[config.mk]
export PLATFORM = sky130hd
export DESIGN_NAME = drfm_cmd_sequencer
export DESIGN_NICKNAME = d
export VERILOG_FILES = /design/src/rtl/drfm_pkg.sv /design/src/rtl/drfm_cmd_decode.sv /design/src/rtl/drfm_cmd_sequencer.sv
export SDC_FILE = /design/constraint.sdc
export NUM_CORES = 1
export LEC_CHECK = 0
export CAP_MARGIN = 20
export CORE_ASPECT_RATIO = 1.2
export CORE_MARGIN = 1
export CORE_UTILIZATION = 30
export DETAILED_ROUTE_END_ITERATION = 6
export RECOVER_POWER = 50
export SLEW_MARGIN = 10
export SYNTH_ARGS = -nofsm -noshare
export SYNTH_HDL_FRONTEND = slang
export SYNTH_SLANG_ARGS = --single-unit
[constraint.sdc]
create_clock -name CLK -period 1.9 [get_ports CLK]
set_input_delay 0.57 -clock CLK [delete_from_list [all_inputs] [get_ports CLK]]
set_output_delay 0.57 -clock CLK [all_outputs]
set_load 0.03 [all_outputs]
[src/rtl/drfm_pkg.sv]
// Shared types and constants for the DRFM host command sequencer.
// Bit positions assume a 49-bit command word.
package drfm_pkg;

    typedef enum logic [1:0] {
        ST_IDLE,
        ST_DECODE,
        ST_APPLY,
        ST_LOAD_REQ
    } state_t;

    typedef enum logic [2:0] {
        OP_NOP,
        OP_DELAY,
        OP_DOPPLER,
        OP_SCALE,
        OP_LOAD
    } opcode_t;

    localparam logic [3:0] CODE_DELAY   = 4'b0001;
    localparam logic [3:0] CODE_DOPPLER = 4'b1000;
    localparam logic [3:0] CODE_SCALE   = 4'b0010;
    localparam logic [3:0] CODE_LOAD    = 4'b0100;
    localparam logic [3:0] CODE_IDLE    = 4'b0000;

    localparam int DELAY_FLAG   = 10;
    localparam int DOPPLER_FLAG = 20;
    localparam int SCALE_FLAG   = 30;
    localparam int LAST_FLAG    = 47;
    localparam int LOAD_FLAG    = 48;

    localparam int DELAY_LSB   = 0;
    localparam int DELAY_MSB   = 9;
    localparam int DOPPLER_LSB = 10;
    localparam int DOPPLER_MSB = 19;
    localparam int SCALE_LSB   = 20;
    localparam int SCALE_MSB   = 29;
    localparam int DATA_LSB    = 31;
    localparam int DATA_MSB    = 46;

    function automatic logic [3:0] op_to_code(opcode_t op);
        case (op)
            OP_DELAY:   return CODE_DELAY;
            OP_DOPPLER: return CODE_DOPPLER;
            OP_SCALE:   return CODE_SCALE;
            OP_LOAD:    return CODE_LOAD;
            default:    return CODE_IDLE;
        endcase
    endfunction

endpackage

[src/rtl/drfm_cmd_decode.sv]
// Combinational command decoder: first matching flag wins (delay, doppler,
// scale, load); a word with none of them set is a NOP.
module drfm_cmd_decode import drfm_pkg::*; #(
    parameter int CMD_W = 49
) (
    input  logic [CMD_W-1:0] i_cmd,
    output opcode_t          o_opcode,
    output logic [9:0]       o_payload,
    output logic [15:0]      o_data,
    output logic             o_last
);

    always_comb begin
        o_opcode  = OP_NOP;
        o_payload = '0;
        o_data    = i_cmd[DATA_MSB:DATA_LSB];
        o_last    = i_cmd[LAST_FLAG];
        if (i_cmd[DELAY_FLAG]) begin
            o_opcode  = OP_DELAY;
            o_payload = i_cmd[DELAY_MSB:DELAY_LSB];
        end else if (i_cmd[DOPPLER_FLAG]) begin
            o_opcode  = OP_DOPPLER;
            o_payload = i_cmd[DOPPLER_MSB:DOPPLER_LSB];
        end else if (i_cmd[SCALE_FLAG]) begin
            o_opcode  = OP_SCALE;
            o_payload = i_cmd[SCALE_MSB:SCALE_LSB];
        end else if (i_cmd[LOAD_FLAG]) begin
            o_opcode  = OP_LOAD;
            o_payload = i_cmd[DATA_LSB+9:DATA_LSB];
        end
    end

endmodule

[src/rtl/drfm_cmd_sequencer.sv]
// Host command sequencer: applies DRFM config updates and turns LOAD commands
// into single-word SDRAM writes over a req/ack handshake with timeout.
module drfm_cmd_sequencer import drfm_pkg::*; #(
    parameter int CMD_W       = 49,
    parameter int ADDR_W      = 24,
    parameter int ACK_TIMEOUT = 1024
) (
    input  logic              CLK,
    input  logic              reset,
    input  logic              cmd_valid,
    input  logic [CMD_W-1:0]  cmd_word,
    output logic              cmd_ready,
    input  logic              err_clr,
    output logic [9:0]        delay_val,
    output logic [9:0]        doppler_val,
    output logic [9:0]        scale_val,
    output logic              cfg_strobe,
    output logic [3:0]        state_code,
    output logic [9:0]        led,
    output logic              mem_wr_req,
    output logic [ADDR_W-1:0] mem_wr_addr,
    output logic [15:0]       mem_wr_data,
    input  logic              mem_wr_ack,
    output logic              load_done,
    output logic              err_timeout,
    output logic              err_overrun,
    output state_t            o_dbg_state
);

    localparam int CNT_W = $clog2(ACK_TIMEOUT);
    localparam logic [CNT_W-1:0] CNT_TERM = CNT_W'(ACK_TIMEOUT - 1);

    state_t            r_state, w_state_nxt;
    logic [CMD_W-1:0]  r_cmd;
    logic [9:0]        r_delay, r_doppler, r_scale, r_led;
    logic [3:0]        r_code;
    logic              r_strobe, r_done, r_req, r_err_to, r_err_ov;
    logic [ADDR_W-1:0] r_addr, r_wr_ptr;
    logic [15:0]       r_data;
    logic [CNT_W-1:0]  r_cnt;

    opcode_t           w_opcode;
    logic [9:0]        w_payload;
    logic [15:0]       w_data;
    logic              w_last, w_cmd_ready, w_ack_hit, w_timeout_hit;

    drfm_cmd_decode #(.CMD_W(CMD_W)) u_decode (
        .i_cmd     (r_cmd),
        .o_opcode  (w_opcode),
        .o_payload (w_payload),
        .o_data    (w_data),
        .o_last    (w_last)
    );

    always_ff @(posedge CLK or negedge reset) begin
        if (!reset) r_state <= ST_IDLE;
        else        r_state <= w_state_nxt;
    end

    // An ack seen on the terminal-count cycle is taken before the timeout.
    always_comb begin
        w_state_nxt   = r_state;
        w_cmd_ready   = (r_state == ST_IDLE);
        w_ack_hit     = 1'b0;
        w_timeout_hit = 1'b0;
        case (r_state)
            ST_IDLE:     if (cmd_valid) w_state_nxt = ST_DECODE;
            ST_DECODE:   w_state_nxt = (w_opcode == OP_LOAD) ? ST_LOAD_REQ : ST_APPLY;
            ST_APPLY:    w_state_nxt = ST_IDLE;
            ST_LOAD_REQ: begin
                if (mem_wr_ack && r_req) begin
                    w_ack_hit   = 1'b1;
                    w_state_nxt = ST_IDLE;
                end else if (r_cnt == CNT_TERM) begin
                    w_timeout_hit = 1'b1;
                    w_state_nxt   = ST_IDLE;
                end
            end
            default:     w_state_nxt = ST_IDLE;
        endcase
    end

    always_ff @(posedge CLK or negedge reset) begin
        if (!reset) begin
            r_cmd     <= '0;
            r_delay   <= '0;
            r_doppler <= '0;
            r_scale   <= '0;
            r_led     <= '0;
            r_code    <= CODE_IDLE;
            r_strobe  <= 1'b0;
            r_done    <= 1'b0;
            r_req     <= 1'b0;
            r_addr    <= '0;
            r_data    <= '0;
            r_wr_ptr  <= '0;
            r_cnt     <= '0;
        end else begin
            r_strobe <= 1'b0;
            r_done   <= 1'b0;
            case (r_state)
                ST_IDLE: if (cmd_valid) r_cmd <= cmd_word;
                ST_DECODE: begin
                    if (w_opcode == OP_LOAD) begin
                        r_req  <= 1'b1;
                        r_addr <= r_wr_ptr;
                        r_data <= w_data;
                        r_code <= CODE_LOAD;
                        r_led  <= w_payload;
                        r_cnt  <= '0;
                    end
                end
                ST_APPLY: begin
                    r_code <= op_to_code(w_opcode);
                    if (w_opcode != OP_NOP) begin
                        r_led    <= w_payload;
                        r_strobe <= 1'b1;
                    end
                    case (w_opcode)
                        OP_DELAY:   r_delay   <= w_payload;
                        OP_DOPPLER: r_doppler <= w_payload;
                        OP_SCALE:   r_scale   <= w_payload;
                        default:    ;
                    endcase
                end
                ST_LOAD_REQ: begin
                    if (w_ack_hit) begin
                        r_req <= 1'b0;
                        if (w_last) begin
                            r_wr_ptr <= '0;
                            r_done   <= 1'b1;
                        end else begin
                            r_wr_ptr <= r_wr_ptr + ADDR_W'(1);
                        end
                    end else if (w_timeout_hit) begin
                        r_req <= 1'b0;
                    end else begin
                        r_cnt <= r_cnt + CNT_W'(1);
                    end
                end
                default: ;
            endcase
        end
    end

    // Sticky flags: a new error event outranks a simultaneous clear.
    always_ff @(posedge CLK or negedge reset) begin
        if (!reset) begin
            r_err_to <= 1'b0;
            r_err_ov <= 1'b0;
        end else begin
            if (w_timeout_hit)     r_err_to <= 1'b1;
            else if (err_clr)      r_err_to <= 1'b0;
            if (cmd_valid && !w_cmd_ready) r_err_ov <= 1'b1;
            else if (err_clr)              r_err_ov <= 1'b0;
        end
    end

    assign cmd_ready   = w_cmd_ready;
    assign delay_val   = r_delay;
    assign doppler_val = r_doppler;
    assign scale_val   = r_scale;
    assign cfg_strobe  = r_strobe;
    assign state_code  = r_code;
    assign led         = r_led;
    assign mem_wr_req  = r_req;
    assign mem_wr_addr = r_addr;
    assign mem_wr_data = r_data;
    assign load_done   = r_done;
    assign err_timeout = r_err_to;
    assign err_overrun = r_err_ov;
    assign o_dbg_state = r_state;

endmodule

Word-level counts from Yosys, hierarchy flattened
Index checks and enable logic that the tools add are counted.
{"block": "classes", "add_sub_neg": 2, "n_mul": 0, "div": 0, "magnitude_cmp": 0, "eq_ne": 15, "shift": 0, "mux": 41, "bitwise": 0, "reduce_logical": 20}
{"operator": "10-bit 2-to-1 mux", "n": 9}
{"operator": "10-bit case mux with 2 select lines", "n": 2}
{"operator": "24-bit by 1-bit adder with 24-bit output, second input constant", "n": 1}
{"operator": "24-bit 2-to-1 mux", "n": 1}
{"operator": "1-bit 2-to-1 mux", "n": 17}
{"operator": "4-bit case mux with 4 select lines", "n": 1}
{"operator": "2-bit AND reduction", "n": 8}
{"operator": "3-bit 2-to-1 mux", "n": 4}
{"operator": "10-bit by 1-bit adder with 10-bit output, second input constant", "n": 1}
{"operator": "10-bit equality test, second input constant", "n": 1}
{"operator": "2-bit inequality test, second input constant", "n": 5}
{"operator": "2-bit case mux with 4 select lines", "n": 1}
{"operator": "4-bit case mux with 2 select lines", "n": 1}
{"operator": "2-bit nonzero test", "n": 4}
{"operator": "3-bit by 2-bit equality test with 1-bit output, second input constant", "n": 2}
{"operator": "2-bit 2-to-1 mux", "n": 3}
{"operator": "3-bit inequality test, second input constant", "n": 2}
{"operator": "3-bit AND reduction", "n": 2}
{"operator": "2-bit equality test, second input constant", "n": 2}
{"operator": "4-bit 2-to-1 mux", "n": 1}
{"operator": "4-bit AND reduction", "n": 1}
{"operator": "3-bit by 1-bit equality test with 1-bit output, second input constant", "n": 1}
{"operator": "3-bit equality test, second input constant", "n": 1}
{"operator": "3-bit nonzero test", "n": 1}
{"operator": "5 further kinds", "n": 6}
{"block": "word_totals", "ff_bits": 174, "latchBits": 0, "mem_bits_rw": 0, "rom_bits": 0, "inputBits": 54, "out_inout_bits": 92, "wordCells": 94, "mem_count": 0}

Longest topological paths before layout
Gate-level depths: netlist (run 1).
{"block": "logic_depth", "word_depth": 7, "mapped_depth": 8, "ltp_nobuf": 6}

Cells and area by module
Synthesis (run 1) repeated with hierarchy kept, for this count alone.
{"block": "unflattened", "hier_cells": 592, "area_unflattened_um2": 7588.5}
{"mod": "drfm_cmd_sequencer", "instances": 1, "cells_each": 537, "area_each_um2": 7210.7, "seq_area_each_um2": 4354.2}
{"mod": "drfm_cmd_decode", "instances": 1, "cells_each": 55, "area_each_um2": 377.9, "seq_area_each_um2": 0.0}

Least setup slack after synthesis (run 1)
Ideal clock, no wire load.
{"block": "synth_timing", "path_type": "register -> register", "start": "reg r_state[0] (netlist: o_dbg_state[0])", "end": "reg r_cmd[38]", "setup_time_ns": 0.125, "arrival_ns": 2.228, "required_time_ns": 1.775, "setup_slack_ns": -0.453, "stages_incl_launch_ff": 7, "n_path_buf": 2, "period_less_slack_ns": 2.353, "path_cell_list": "dfrtp_1 > inv_1 > ha_1 > nand2_1 > clkbuf_1 > clkbuf_1 > mux2_2"}
{"block": "synth_via", "elab_chain_cells": 2}
{"element": "start: declaration", "line_no": "drfm_cmd_sequencer.sv:33", "source": "state_t r_state, w_state_nxt;"}
{"element": "start signal: assignment", "line_no": "drfm_cmd_sequencer.sv:57", "source": "else r_state <= w_state_nxt;"}
{"element": "2-bit logical NOT"}
{"element": "net cmd_ready", "line_no": "drfm_cmd_sequencer.sv:12", "source": "output logic cmd_ready,"}
{"element": "2-bit AND reduction (no source line)"}
{"element": "end signal: assignment", "line_no": "drfm_cmd_sequencer.sv:102", "source": "ST_IDLE: if (cmd_valid) r_cmd <= cmd_word;"}
{"element": "end: declaration", "line_no": "drfm_cmd_sequencer.sv:34", "source": "logic [CMD_W-1:0] r_cmd;"}
The timed path passes the listed nets, and every way through them passes these cells.
A chain may end at the register's enable or synchronous reset.

Final worst setup path (run 1)
{"block": "layout_timing", "start": "reg r_cmd[30]", "end": "reg r_cnt[3]"}
{"block": "layout_via", "elab_chain_cells": 6}
{"element": "3-bit 2-to-1 mux", "line_no": "drfm_cmd_decode.sv:24", "source": "end else if (i_cmd[SCALE_FLAG]) begin"}
{"element": "3-bit 2-to-1 mux", "line_no": "drfm_cmd_decode.sv:21", "source": "end else if (i_cmd[DOPPLER_FLAG]) begin"}
{"element": "3-bit 2-to-1 mux", "line_no": "drfm_cmd_decode.sv:18", "source": "if (i_cmd[DELAY_FLAG]) begin"}
{"element": "3-bit equality test", "line_no": "drfm_cmd_sequencer.sv:104", "source": "if (w_opcode == OP_LOAD) begin"}
{"element": "2-bit inequality test (no source line)"}
{"element": "4-bit AND reduction (no source line)"}
{"element": "end signal: assignment", "line_no": "drfm_cmd_sequencer.sv:138", "source": "r_cnt <= r_cnt + CNT_W'(1);"}
{"element": "end: declaration", "line_no": "drfm_cmd_sequencer.sv:40", "source": "logic [CNT_W-1:0] r_cnt;"}
Every way passes these cells.

==> results of run 1 <==
==> synth_stat cells (all sizes together) (6+ instances only) <==
master | count | area [um^2]
nand4 | 11 | 68.82
inv | 22 | 82.58
a21oi | 37 | 185.2
buf | 10 | 47.55
o21ai | 24 | 123.9
clkbuf | 26 | 97.59
mux2 | 113 | 1272
nor3 | 9 | 45.04
nand3 | 19 | 95.09
mux2i | 9 | 90.09
ha | 6 | 75.07
or3 | 7 | 43.79
dfrtp | 174 | 4354
or4 | 12 | 90.09
nor2 | 16 | 60.06
nand2 | 33 | 126.4
o31ai | 13 | 97.59
and3 | 10 | 62.56
==> worst max-delay path, cell delays in order (launching register included) <==
cell and delay (ns):
dfrtp_1 0.38, or4b_4 0.56, a211o_4 0.38, or4_1 0.41, a21boi_1 0.13
==> worst max-delay path by stage <==
stage | startpoint | to | slack (ns)
floorplan | r_cmd[30] | r_cnt[5] | -0.04
global placement | mem_wr_ack | r_wr_ptr[20] | -0.44
detailed placement | mem_wr_ack | r_wr_ptr[23] | -0.45
CTS | r_cmd[30] | r_cnt[3] | -0.05
global route | r_cmd[30] | r_cnt[5] | -0.11
finish | r_cmd[30] | r_cnt[3] | -0.04
==> placed cells by master (no fill, tap or decap), types with 5 or more instances in the layout <==
master / netlist / layout
a21oi_1: 37 / 36
nor2_1: 16 / 15
dlygate4sd2_1: 0 / 89
and4_1: 5 / 5
nor3_1: 9 / 7
nand3_1: 19 / 18
clkbuf_16: 0 / 17
inv_1: 22 / 21
o21ai_0: 23 / 23
mux2_2: 113 / 113
o31ai_1: 13 / 11
inv_8: 0 / 5
a22oi_1: 5 / 5
buf_4: 0 / 50
mux2i_1: 9 / 9
and3_1: 10 / 9
dfrtp_1: 174 / 172
buf_6: 0 / 5
nand4_1: 11 / 11
or4_1: 12 / 12
or3_1: 7 / 7
nand2_1: 32 / 31
clkdlybuf4s50_1: 0 / 52
==> final cells by class <==
type / instances / area [um^2]
clock buffer: 17 / 425.4
clock inverter: 14 / 148.9
fill: 2391 / 14280
inverter: 22 / 82.58
multi-input combinational: 385 / 3167
sequential: 174 / 4357
tap: 325 / 406.6
timing repair buffer: 210 / 1887
==> stage by stage <==
stage	setup TNS (ns)	instance area (um^2)	setup WS [ns]
detailed placement	-10.97	9893	-0.4546
finish	-0.08194	10470	-0.03522
CTS	-0.1686	10430	-0.05009
global route	-8.492	10470	-0.1146
floorplan	-0.2815	7651	-0.04418
global placement	-10.88	9893	-0.4414
==> kinds of logic (layout without fill, tap and decap cells) <==
kind of cell | after synthesis | after routing | share of synthesized area [%]
flip-flops | 174 | 174 | 57.52
AND/OR/NAND/NOR | 147 | 147 | 10.98
multiplexers | 122 | 122 | 18.00
AO/OA/AOI/OAI | 106 | 106 | 9.042
buffers and inverters | 58 | 263 | 3.008
adder cells (fa/ha/maj) | 6 | 6 | 0.9917
XOR/XNOR | 4 | 4 | 0.4629
==> report_power, final <==
part           switching [mW]  internal, mW
Combinational            4.07          3.36
Sequential              0.850          5.06
Clock                    1.66          1.75
==> what timing repair did <==
action                                 in CTS  in global routing
hold buffers                                1                  0
gates resized for setup                   107                 23
endpoints found under the hold margin      22                  0
buffers inserted                            1                  0
pin swaps                                   0                  4
setup endpoints to repair                 112                 50
==> state kept, by name (all words and copies together), names as in the netlist, 2 cells and up <==
signal	cells
r_cmd	49
mem_wr_addr	24
r_wr_ptr	24
mem_wr_data	16
delay_val	10
doppler_val	10
led	10
r_cnt	10
scale_val	10
state_code	4
o_dbg_state	2
==> routing by layer <==
layer	track usage (%)	share of wire [%]
met2	26.48	51
met4	5.026	1.3
met3	4.160	5.6
met5	0	0.068
met1	18.88	42
==> results.yml, run 1 <==
run_status:
  outcome: "complete, but fails checks"
  failed_checks: "negative setup slack"
timing:
  tightest_slew_ns: 0.6501
  relSlewSlack_pct: 56.66
  fmax_ghz: 0.5167
  finalMaxSlewViolations: 0
  hold_violations: 0
  layout_min_cycle_time_ns: 1.935
  holdWs_ns: 0.4879
  setup_violations: 4
  setup_slack_ns: -0.03522
  fin_crit_sh_pct: 101.9
  rsz0062_at_grt: "true"
  fin_skew_ns: 0.01485
yosys:
  async_flop_share_pct: 100.0
  netlist_instances: 617
  syn_area_per_cell_um2: 12.27
  yosys_warnings: 0
  ys_ff_latch: 174
  synth_nets: 677
  syn_area_um2: 7570
  synth_flop_cell: "dfrtp_1"
  synth_cell_types: 54
  synth_edf_count: 0
  synth.yosys.seq_area_share_pct: 57.52
clock_network:
  htree_levels: 4
  cts.sink_count: 174
  cts_made_buffers: 17
  clk_pin_slew_ns: 0.07
  cts_root_buffer: "clkbuf_16"
  clock_latency_ns: 0.43
  cts_tree: "built"
  clockBufferDepth: 2
place:
  dp.cells: 1114
  place_hpwl_um: 13570
  place.gp.congestion: 0.8253
  portBuffers: 145
route:
  drt_pre_antenna_iters: 4
  drtIter0Drc: 203
  wl_per_cell_um: 16.63
  vias_per_cell: 4.797
  vias: 5502
  ant_nets: 0
  wirelength_um: 19080
  drc: 0
power_and_ir_drop:
  irDropWorstVdd_v: 0.0006875
  p_per_area_nw_per_um2: 1599
  power_mw: 16.75
  leakagePower_nw: 4.851
grt:
  antenna_found_initial: 1
  grt_max_degree: 66
  grt.total_usage_pct: 15.48
  grt_pass1_vias: 5761
  grt-ovfl-total: 0
  grt_first_pass_wirelength_um: 30970
floorplanning:
  die_y_um: 176.0
  die_w_um: 147.0
  ioPinCount: 146
  core_area_um2: 24750
  initial_core_util_pct: 30.58
  die_area_um2: 25870
  rows: 63
min_path:
  worstHoldEndpoint: "doppler_val[0]"
  hold_path_class: "reg2reg"
  worstHoldStart: "doppler_val[0]"
  min_path_cells: 1
setup_path:
  ff2ff_path_depth: 4
  r2r_start: "r_cmd[30]"
  crit_type: "reg2reg"
  crit_fanout: 7
  rr_endpoint: "r_cnt[3]"
  reg2reg_slack_ns: -0.04
  cp.arrival_ns: 2.29
  cp.required_ns: 2.25
  startpoint_type: "flip-flop"
  timing.critical_path.to_type: "flip-flop"
finish:
  final_cell_count_no_fill: 1147
  utilization_pct: 42.32
  drive_gt1_share_pct: 28.83
  n_antenna_cell: 0
  fin_nets: 870
  syn_to_final_growth_pct: 38.36
flow_run:
  maxCapViolCount: 0
No activity file was read; power rests on OpenSTA's default activity.
==> inputs of run 2 (changes only) <==
- CORE_MARGIN: 1 -> 2
==> results.yml, run 2 (same netlist as run 1, synthesis figures left out) <==
route:
  vias: 5567
  drt_pre_antenna_iters: 5
  top_layer: "met4"
  ant_nets: 0
  met1_length_um: 8214
  met2RoutedLength_um: 9542
  wirelength_um: 19130
  wl_per_cell_um: 16.58
  vias_per_cell: 4.824
  drc: 0
  drtIter0Drc: 230
  wl_met3_um: 1042
setup_path:
  endpoint: "r_cnt[8]"
  startpoint_type: "flip-flop"
  crit_fanout: 7
  crit_type: "reg2reg"
  timing.critical_path.to_type: "flip-flop"
  reg2reg_slack_ns: -0.03
  r2r_start: "r_cmd[30]"
  cp.arrival_ns: 2.27
  ff2ff_path_depth: 4
  crit_start: "r_cmd[30]"
  rr_endpoint: "r_cnt[8]"
  cp.required_ns: 2.24
clock_network:
  clk_pin_slew_ns: 0.08
  cts_tree: "built"
  cts_root_buffer: "clkbuf_16"
  cts_made_buffers: 17
  clockBufferDepth: 2
  clock_latency_ns: 0.42
  htree_levels: 4
  cts.sink_count: 174
run_status:
  failed_checks: "negative setup slack"
  outcome: "complete, but fails checks"
finish:
  drive_gt1_share_pct: 28.95
  syn_to_final_growth_pct: 38.25
  fin_nets: 876
  n_antenna_cell: 0
  layout_common_cells: "173 x dfrtp_1, 113 x mux2_2, 90 x dlygate4sd2_1"
  fillCellCount: 2420
  final_common_cell: "dfrtp_1"
  largest_register: "r_cmd"
  utilization_pct: 42.28
  largest_register_ffs: 49
timing:
  fin_skew_ns: 0.01465
  fin_crit_sh_pct: 101.6
  rsz0062_at_grt: "true"
  setup_slack_ns: -0.03113
  hold_violations: 0
  relSlewSlack_pct: 22.47
  layout_min_cycle_time_ns: 1.931
  tightest_slew_ns: 1.163
  fmax_ghz: 0.5178
  finalMaxSlewViolations: 0
  setup_violations: 4
floorplanning:
  die_w_um: 149.0
  die_y_um: 178.0
  ioPinCount: 146
  die_area_um2: 26520
  rows: 63
  initial_core_util_pct: 30.58
  core_area_um2: 24750
min_path:
  hold_path_class: "in2async"
grt:
  grt-ovfl-total: 0
  grt_first_pass_wirelength_um: 31130
  grt_max_degree: 45
  grt_pass1_vias: 5821
  grt.total_usage_pct: 15.03
  antenna_found_initial: 0
place:
  place_hpwl_um: 13910
  portBuffers: 145
  dp_worst_setup_slack_ns: -0.5232
  place.gp.congestion: 0.8219
flow_run:
  maxCapViolCount: 0
power_and_ir_drop:
  leakagePower_nw: 4.882
  p_per_area_nw_per_um2: 1606
  irDropWorstVdd_v: 0.0008148
  power_mw: 16.81
==> run 2: timing repair <==
item,CTS,global route
setup endpoints to repair,119,36
gates resized for setup,103,22
pin swaps,0,6
buffers inserted,1,0
hold buffers,0,0
==> run 2: stage by stage <==
stage	cell area [um^2]	TNS [ns]	instances	hold WS, ns
floorplan	7651	-0.2815	617	0.2744
global route	10470	-3.187	1154	0.4515
finish	10470	-0.1037	1154	0.3527
CTS	10550	-0.1294	1154	0.08403
global placement	10020	-10.33	1121	0.4654
detailed placement	10020	-10.77	1121	0.4694
==> run 2: worst min path at each step <==
stage,to,slack [ns]
6_report,doppler_val[3],0.35
5_1_grt,doppler_val[3],0.45
4_1_cts,doppler_val[3],0.08
3_5_place_dp,doppler_val[1],0.47
3_3_place_gp,doppler_val[1],0.47
2_1_floorplan,cfg_strobe,0.27
==> run 2: area by class of cell <==
class                   instances  area [um^2]  share of cell area, %
inverters                      22        82.58                 0.7891
clock buffers                  19        452.9                  4.328
clock inverters                13        138.9                  1.327
repair buffers                216         1889                  18.05
multi-input cells             385         3139                  30.00
well taps                     325        406.6                  3.886
flip-flops and latches        174         4355                  41.62
==> run 2: layer usage <==
metal / GRT usage, % / vias to the layer above
li1: - / 2653
met1: 18.63 / 2774
met4: 4.762 / 0
met3: 4.348 / 17
met2: 25.31 / 123
met5: 0 / -
==> run 2: critical path, cell delays in order, from the launching register on <==
cell and delay (ns):
dfrtp_1 0.39, or4b_4 0.56, a211o_4 0.37, or4_1 0.40
a21boi_1 0.13
==> run 2: where the power goes <==
part	total, mW	switching [mW]	internal (mW)
registers	5.86	0.803	5.05
logic	7.49	4.14	3.34
clock network	3.47	1.64	1.83
total	16.8	6.58	10.2
